**config.mk**
```make
export PLATFORM = sky130hd
export DESIGN_NAME = itcm_byte_loader
export DESIGN_NICKNAME = d
export VERILOG_FILES = /design/src/rtl/itcm_byte_loader.sv
export SDC_FILE = /design/constraint.sdc
export NUM_CORES = 1
export LEC_CHECK = 0
export ABC_AREA = 1
export CORE_MARGIN = 5
export CORE_UTILIZATION = 34
export CTS_CLUSTER_SIZE = 16
export DETAILED_ROUTE_END_ITERATION = 7
export GPL_TIMING_DRIVEN = 0
export SLEW_MARGIN = 15
export SYNTH_ARGS = -nofsm -noshare
export SYNTH_HDL_FRONTEND = slang
export SYNTH_SLANG_ARGS = --single-unit
```
**constraint.sdc**
```tcl
create_clock -name clk -period 19.61 [get_ports clk]
set_input_delay 5.883 -clock clk [delete_from_list [all_inputs] [get_ports clk]]
set_output_delay 5.883 -clock clk [all_outputs]
set_load 0.02 [all_outputs]
```
**src/rtl/itcm_byte_loader.sv**
```systemverilog
// itcm_byte_loader: packs a byte stream little-endian into DATA_WIDTH-bit
// words and writes them to consecutive ITCM addresses starting at 0.
// The RAM write strobe, address and data are combinational from the WRITE
// state, so they line up in the same cycle for a single-port RAM.
module itcm_byte_loader #(
  parameter int ADDR_WIDTH = 12,
  parameter int DATA_WIDTH = 64
) (
  input  logic                  clk,
  input  logic                  tb_rst,
  input  logic                  start,
  input  logic [ADDR_WIDTH:0]   len_words,
  input  logic                  abort,
  input  logic                  s_valid,
  input  logic [7:0]            s_data,
  output logic                  s_ready,
  output logic [ADDR_WIDTH-1:0] ram_addr,
  output logic [DATA_WIDTH-1:0] ram_wr_data,
  output logic                  ram_wr_en,
  output logic                  busy,
  output logic                  done,
  output logic [ADDR_WIDTH:0]   words_written,
  output logic [7:0]            checksum
);

  localparam int NB = DATA_WIDTH / 8;
  // Wide enough to hold NB itself, so non-power-of-two lane counts work.
  localparam int IW = $clog2(NB + 1);

  typedef enum logic [1:0] {IDLE, COLLECT, WRITE, FIN} state_t;

  state_t                state_q, state_d;
  logic [ADDR_WIDTH:0]   len_q, len_d;
  logic [ADDR_WIDTH:0]   words_q, words_d;
  logic [7:0]            csum_q, csum_d;
  logic [IW-1:0]         idx_q, idx_d;
  logic [DATA_WIDTH-1:0] word_q, word_d;
  logic [ADDR_WIDTH-1:0] addr_q, addr_d;
  logic [DATA_WIDTH-1:0] wr_data_q, wr_data_d;

  logic                  accept;
  logic                  last_byte;
  logic                  wr_fire;
  logic [ADDR_WIDTH:0]   words_inc;
  logic [NB-1:0]         lane_we;

  // abort masks s_ready so an aborted cycle never counts as a handshake.
  assign s_ready   = (state_q == COLLECT) && !abort;
  assign accept    = s_ready && s_valid;
  assign last_byte = (idx_q == IW'(NB - 1));
  assign wr_fire   = (state_q == WRITE) && !abort;
  assign words_inc = words_q + (ADDR_WIDTH + 1)'(1);

  // One write-enable per byte lane, selected by the current byte index.
  generate
    for (genvar gi = 0; gi < NB; gi++) begin : g_lane
      assign lane_we[gi] = accept && (idx_q == IW'(gi));
    end
  endgenerate

  // RAM port: live values during the write, held copies otherwise.
  assign ram_wr_en     = wr_fire;
  assign ram_addr      = wr_fire ? words_q[ADDR_WIDTH-1:0] : addr_q;
  assign ram_wr_data   = wr_fire ? word_q : wr_data_q;
  assign busy          = (state_q == COLLECT) || (state_q == WRITE);
  assign done          = (state_q == FIN);
  assign words_written = words_q;
  assign checksum      = csum_q;

  // Next-state and datapath update for the load sequencer.
  always_comb begin
    state_d   = state_q;
    len_d     = len_q;
    words_d   = words_q;
    csum_d    = csum_q;
    idx_d     = idx_q;
    word_d    = word_q;
    addr_d    = addr_q;
    wr_data_d = wr_data_q;

    for (int i = 0; i < NB; i++) begin
      if (lane_we[i]) begin
        word_d[8*i +: 8] = s_data;
      end
    end

    case (state_q)
      IDLE: begin
        if (start) begin
          if (len_words == '0) begin
            state_d = FIN;
          end else begin
            len_d   = len_words;
            words_d = '0;
            csum_d  = '0;
            idx_d   = '0;
            word_d  = '0;
            state_d = COLLECT;
          end
        end
      end
      COLLECT: begin
        if (abort) begin
          state_d = IDLE;
        end else if (accept) begin
          csum_d = csum_q + s_data;
          idx_d  = idx_q + IW'(1);
          if (last_byte) begin
            state_d = WRITE;
          end
        end
      end
      WRITE: begin
        if (abort) begin
          state_d = IDLE;
        end else begin
          addr_d    = words_q[ADDR_WIDTH-1:0];
          wr_data_d = word_q;
          words_d   = words_inc;
          idx_d     = '0;
          state_d   = (words_inc == len_q) ? FIN : COLLECT;
        end
      end
      FIN: begin
        state_d = IDLE;
      end
      default: begin
        state_d = IDLE;
      end
    endcase
  end

  // State and datapath registers, cleared asynchronously by tb_rst.
  always_ff @(posedge clk or posedge tb_rst) begin
    if (tb_rst) begin
      state_q   <= IDLE;
      len_q     <= '0;
      words_q   <= '0;
      csum_q    <= '0;
      idx_q     <= '0;
      word_q    <= '0;
      addr_q    <= '0;
      wr_data_q <= '0;
    end else begin
      state_q   <= state_d;
      len_q     <= len_d;
      words_q   <= words_d;
      csum_q    <= csum_d;
      idx_q     <= idx_d;
      word_q    <= word_d;
      addr_q    <= addr_d;
      wr_data_q <= wr_data_d;
    end
  end

endmodule
```
# ---- Word-level counts from Yosys, hierarchy flattened
# Index checks and enable logic that the tools add are counted.
dict set report classes {
  add_sub_neg 3
  mul 0
  n_div 0
  magnitude_cmp 0
  eq_ne 18
  shift 0
  mux 36
  bitwise 2
  n_reduce_logical 25
}
# operator count
set op_table {}
lappend op_table {{$mux W64} 4}
lappend op_table {{$mux W8} 12}
lappend op_table {{$mux W13} 3}
lappend op_table {{$pmux W13 S2} 1}
lappend op_table {{$mux W4} 5}
lappend op_table {{$eq A4 B3 Y1 const B} 4}
lappend op_table {{$pmux W8 S2} 1}
lappend op_table {{$mux W2} 7}
lappend op_table {{$add A13 B1 Y13 const B} 1}
lappend op_table {{$eq A13 B13 Y1} 1}
lappend op_table {{$logic_not A13 Y1} 1}
lappend op_table {{$mux W12} 1}
lappend op_table {{$pmux W4 S3} 1}
lappend op_table {{$logic_and A1 B1 Y1} 11}
lappend op_table {{$ne A2 B2 Y1 const B} 5}
lappend op_table {{$add A8 B8 Y8} 1}
lappend op_table {{$eq A4 B2 Y1 const B} 2}
lappend op_table {{$pmux W2 S4} 1}
lappend op_table {{$ne A3 B3 Y1 const B} 2}
lappend op_table {{$reduce_and A3 Y1} 2}
lappend op_table {{$reduce_and A6 Y1} 1}
lappend op_table {{$reduce_and A5 Y1} 1}
lappend op_table {{$add A4 B1 Y4 const B} 1}
lappend op_table {{$eq A2 B2 Y1 const B} 2}
lappend op_table {{other kinds (11)} 13}
dict set report word_totals {
  regBits 180
  latchBits 0
  ram_bits 0
  rom_bits 0
  output_inout_bits 101
  word_cells 92
  n_memories 0
}

# ---- Depth between registers and ports, before layout
dict set report logic_depth {
  word_depth 8
  ltp_mapped 15
  mapped_depth_nobuf 15
}

# ---- Worst setup path after synthesis
# No wires, ideal clock.
dict set report synth_path {
  path_kind {input to output}
  start {input port abort}
  end {output port ram_addr[0]}
  arrival_time_ns 7.024
  required_ns 13.727
  slack_ns 6.703
  path_stages 5
  path_cell_list {inv_1 > nand2_1 > clkbuf_1 > clkbuf_1 > o21ai_0}
}
dict set report synth_between {
  elab_chain_cells 3
}
# item line
set synth_rtl {}
lappend synth_rtl {{from (decl)} 13} ;# input logic abort,
lappend synth_rtl {{$logic_not A1 Y1} 51} ;# assign wr_fire = (state_q == WRITE) && !abort;
lappend synth_rtl {{$logic_and A1 B1 Y1} 51}
lappend synth_rtl {{$mux W12} 63} ;# assign ram_addr = wr_fire ? words_q[ADDR_WIDTH-1:0] : addr_q;
lappend synth_rtl {{to (decl)} 17} ;# output logic [ADDR_WIDTH-1:0] ram_addr,
# No other way between the ends.

# ---- Worst setup path in the final report
dict set report layout_path {
  start {input port abort}
  end {output port ram_addr[11]}
}
# The elaborated chain is that of the path after synthesis.

==> results.py <==
metrics = {
    "clock_network": {
        "cts_max_level": 4,
        "cts.sinks": 180,
        "numCtsBuffers": 17,
        "clk_pin_slew_ns": 0.06,
        "clk_latency_ns": 0.43,
        "clock-root-buffer": "clkbuf_16",
        "cts_tree": "built",
        "cts_buffer_depth": 2,
        "cts_setup_buffers": 0,
        "post_cts_resized": 0,
        "ctsHoldBuffers": 0,
    },
    "timing": {
        "min_period_ns": 15.03,
        "setup_viol": 0,
        "grt_setup_unrepaired": "no",
        "post-route-period-util_pct": 76.6,
        "max_freq_mhz": 66.5,
        "final-hold-violation-count": 0,
        "finClkSkew_ns": 0.0143,
        "relSlewSlack_pct": 47.1,
        "maxSlewViolCount": 0,
        "tightest_slew_ns": 0.794,
        "tns_ns": 0,
        "setup_ws_ns": 4.58,
    },
    "die": {
        "start_util_pct": 34.5,
        "io_pins": 127,
        "die_x_um": 167,
        "rows": 57,
        "die-area_um2": 27900,
        "fp.coreArea_um2": 24300,
        "die_h_um": 167,
    },
    "logic_synthesis": {
        "synth_edf_count": 0,
        "avgSynthCellArea_um2": 8.24,
        "synth_top_area_share_pct": 53.7,
        "synth_area_leader_cell": "dfrtp_1",
        "postSynthNetCount": 1063,
        "ys_ff_latch": 180,
        "synth_async_sr_flop_share_pct": 100,
        "yosys_warnings": 0,
        "syn_area_um2": 8390,
        "synth_cells": 1019,
        "seq_area_frac_synth_pct": 53.7,
        "yosys-top-cells-area": "dfrtp_1 (54%), nand2_1 (14%), o21ai_0 (8.5%), inv_1 (8.0%), ha_1 (2.5%)",
        "post_synth_num_cell_types": 34,
        "synthFlopType": "dfrtp_1",
    },
    "drt": {
        "finalWirelength_um": 21800,
        "detail-route-antenna-nets": 0,
        "routed_via_density": 4.49,
        "dr.pass1.iters": 5,
        "routedWlPerCell_um": 14.5,
        "drtIter0Drc": 471,
        "vias": 6739,
        "drc_errors": 0,
    },
    "layout": {
        "final_nets": 1209,
        "drive_above_1_share_pct": 6.11,
        "num_antenna_cells": 0,
        "area.growth.synth_to_final_pct": 27.4,
    },
    "power_and_ir_drop": {
        "p_seq_share_pct": 37.6,
        "leakagePower_nw": 5.30,
        "power.density_nw_per_um2": 122,
        "ir_drop_uv": 54.9,
        "combPwrFrac_pct": 36.7,
        "finalPower_mw": 1.31,
        "p_switching_uw": 487,
        "p_int_uw": 819,
        "switching_share_pct": 37.3,
        "clockPowerShare_pct": 25.6,
    },
    "grt": {
        "antenna_found_initial": 0,
        "grt_max_degree": 76,
        "grt_pass1_wl_um": 35700,
        "grt_usage_pct": 16.0,
        "grt_remaining_overflow": 0,
        "grt_pass1_vias": 6636,
    },
    "critical_path": {
        "worst-path-max-fanout": 10,
        "cp.required_ns": 13.73,
        "critPathKind": "in -> out",
        "cp-end-kind": "output pin",
        "worst_setup_path_start_kind": "input port",
        "rr_worst_depth": 7,
        "arrival_ns": 9.15,
    },
    "placement": {
        "place_ws_ns": 4.51,
        "place.port_buffers": 125,
        "place_congestion": 0.816,
        "post-dp-hpwl_um": 15800,
    },
    "run": {
        "cap_viol_max_count": 0,
    },
    "worst_hold_path": {
        "worstHoldPathCells": 2,
        "holdCritPathClass": "reg -> reg",
    },
    "run_status": {
        "run_status": "finished clean",
    },
}
## per-layer routing
metal / up-vias / GRT usage [%] / routed length [um]
li1: 3436 / - / -
met1: 3159 / 22.2 / 10600
met2: 127 / 25.4 / 10000
met3: 17 / 3.47 / 964
met4: 0 / 4.34 / 259
met5: - / 0 / 0
## flip-flops by register name (all words and copies together) (netlist names)
| register | count |
|---|---|
| state_q | 2 |
| words_written | 13 |
| wr_data_q | 64 |
| word_q | 64 |
| idx_q | 4 |
| addr_q | 12 |
| len_q | 13 |
| checksum | 8 |
## synth_stat cells (9+ instances only)
cell type / instances
clkbuf_1: 24
nand3_1: 30
buf_2: 11
dfrtp_1: 180
a21oi_1: 15
mux2_2: 9
nand2_1: 318
inv_1: 179
o21ai_1: 14
o21ai_0: 143
nor2_1: 27
ha_1: 17
## stage by stage
step                utilization [%]  std cells  hold slack [ns]  area [um2]
finish                         44.0       1502            0.479       10700
global route                   44.0       1502            0.501       10700
CTS                            44.0       1502            0.479       10700
detailed placement             41.6       1470            0.461       10100
global placement               41.3       1468            0.461       10000
floorplan                         -       1019            0.466        8390
## cells in the final DEF (no fill, tap or decap), types with 14 or more instances in the layout
cell type          n
nand2_1          318
dfrtp_1          180
inv_1            178
o21ai_0          143
clkdlybuf4s50_1  125
nand3_1           30
nor2_1            27
clkbuf_1          24
ha_1              17
clkbuf_16         17
a21oi_1           15
o21ai_1           14
## cell type report
cell class | instances | area [um2]
tap | 324 | 405
inverter | 181 | 687
fill | 2411 | 13600
multi-input combinational | 616 | 3040
sequential | 180 | 4500
timing repair buffer | 127 | 1310
buffer | 42 | 171
clock buffer | 22 | 494
clock inverter | 10 | 87.6
## worst max-delay path: stages
cell and delay, ns:
clkdlybuf4s50_1 0.63, inv_1 0.07, nand2_1 0.57, clkbuf_1 0.57
clkbuf_1 0.44, nand2_1 0.08, o21ai_0 0.20, clkdlybuf4s50_1 0.70
## cells by family after synthesis
kind of cell,share of synthesized area [%]
compound gates,10.9
mux,1.21
fa+ha+maj,2.77
xor+xnor,0.835
simple gates,20.4
buf+inv,10.1
flops,53.7
## power by group through the flow
stage               sequential, mW  clock, mW  combinational, mW
floorplan                    0.494          0              0.290
global placement             0.496          0              0.480
detailed placement           0.497          0              0.486
CTS                          0.491      0.342              0.488
global route                 0.500      0.360              0.533
finish                       0.491      0.335              0.480
## worst paths after layout
path | from | to | slack (ns)
hold / removal | wr_data_q[57] | wr_data_q[57] | 0.48
setup reg to reg | state_q[0] | addr_q[11] | 16.81
setup / recovery | abort | ram_addr[11] | 4.58
min in group asynchronous | tb_rst | wr_data_q[52] | 5.84
max in group asynchronous | tb_rst | checksum[2] | 12.76
hold reg to reg | wr_data_q[57] | wr_data_q[57] | 0.48
No activity file was read; power rests on OpenSTA's default activity.
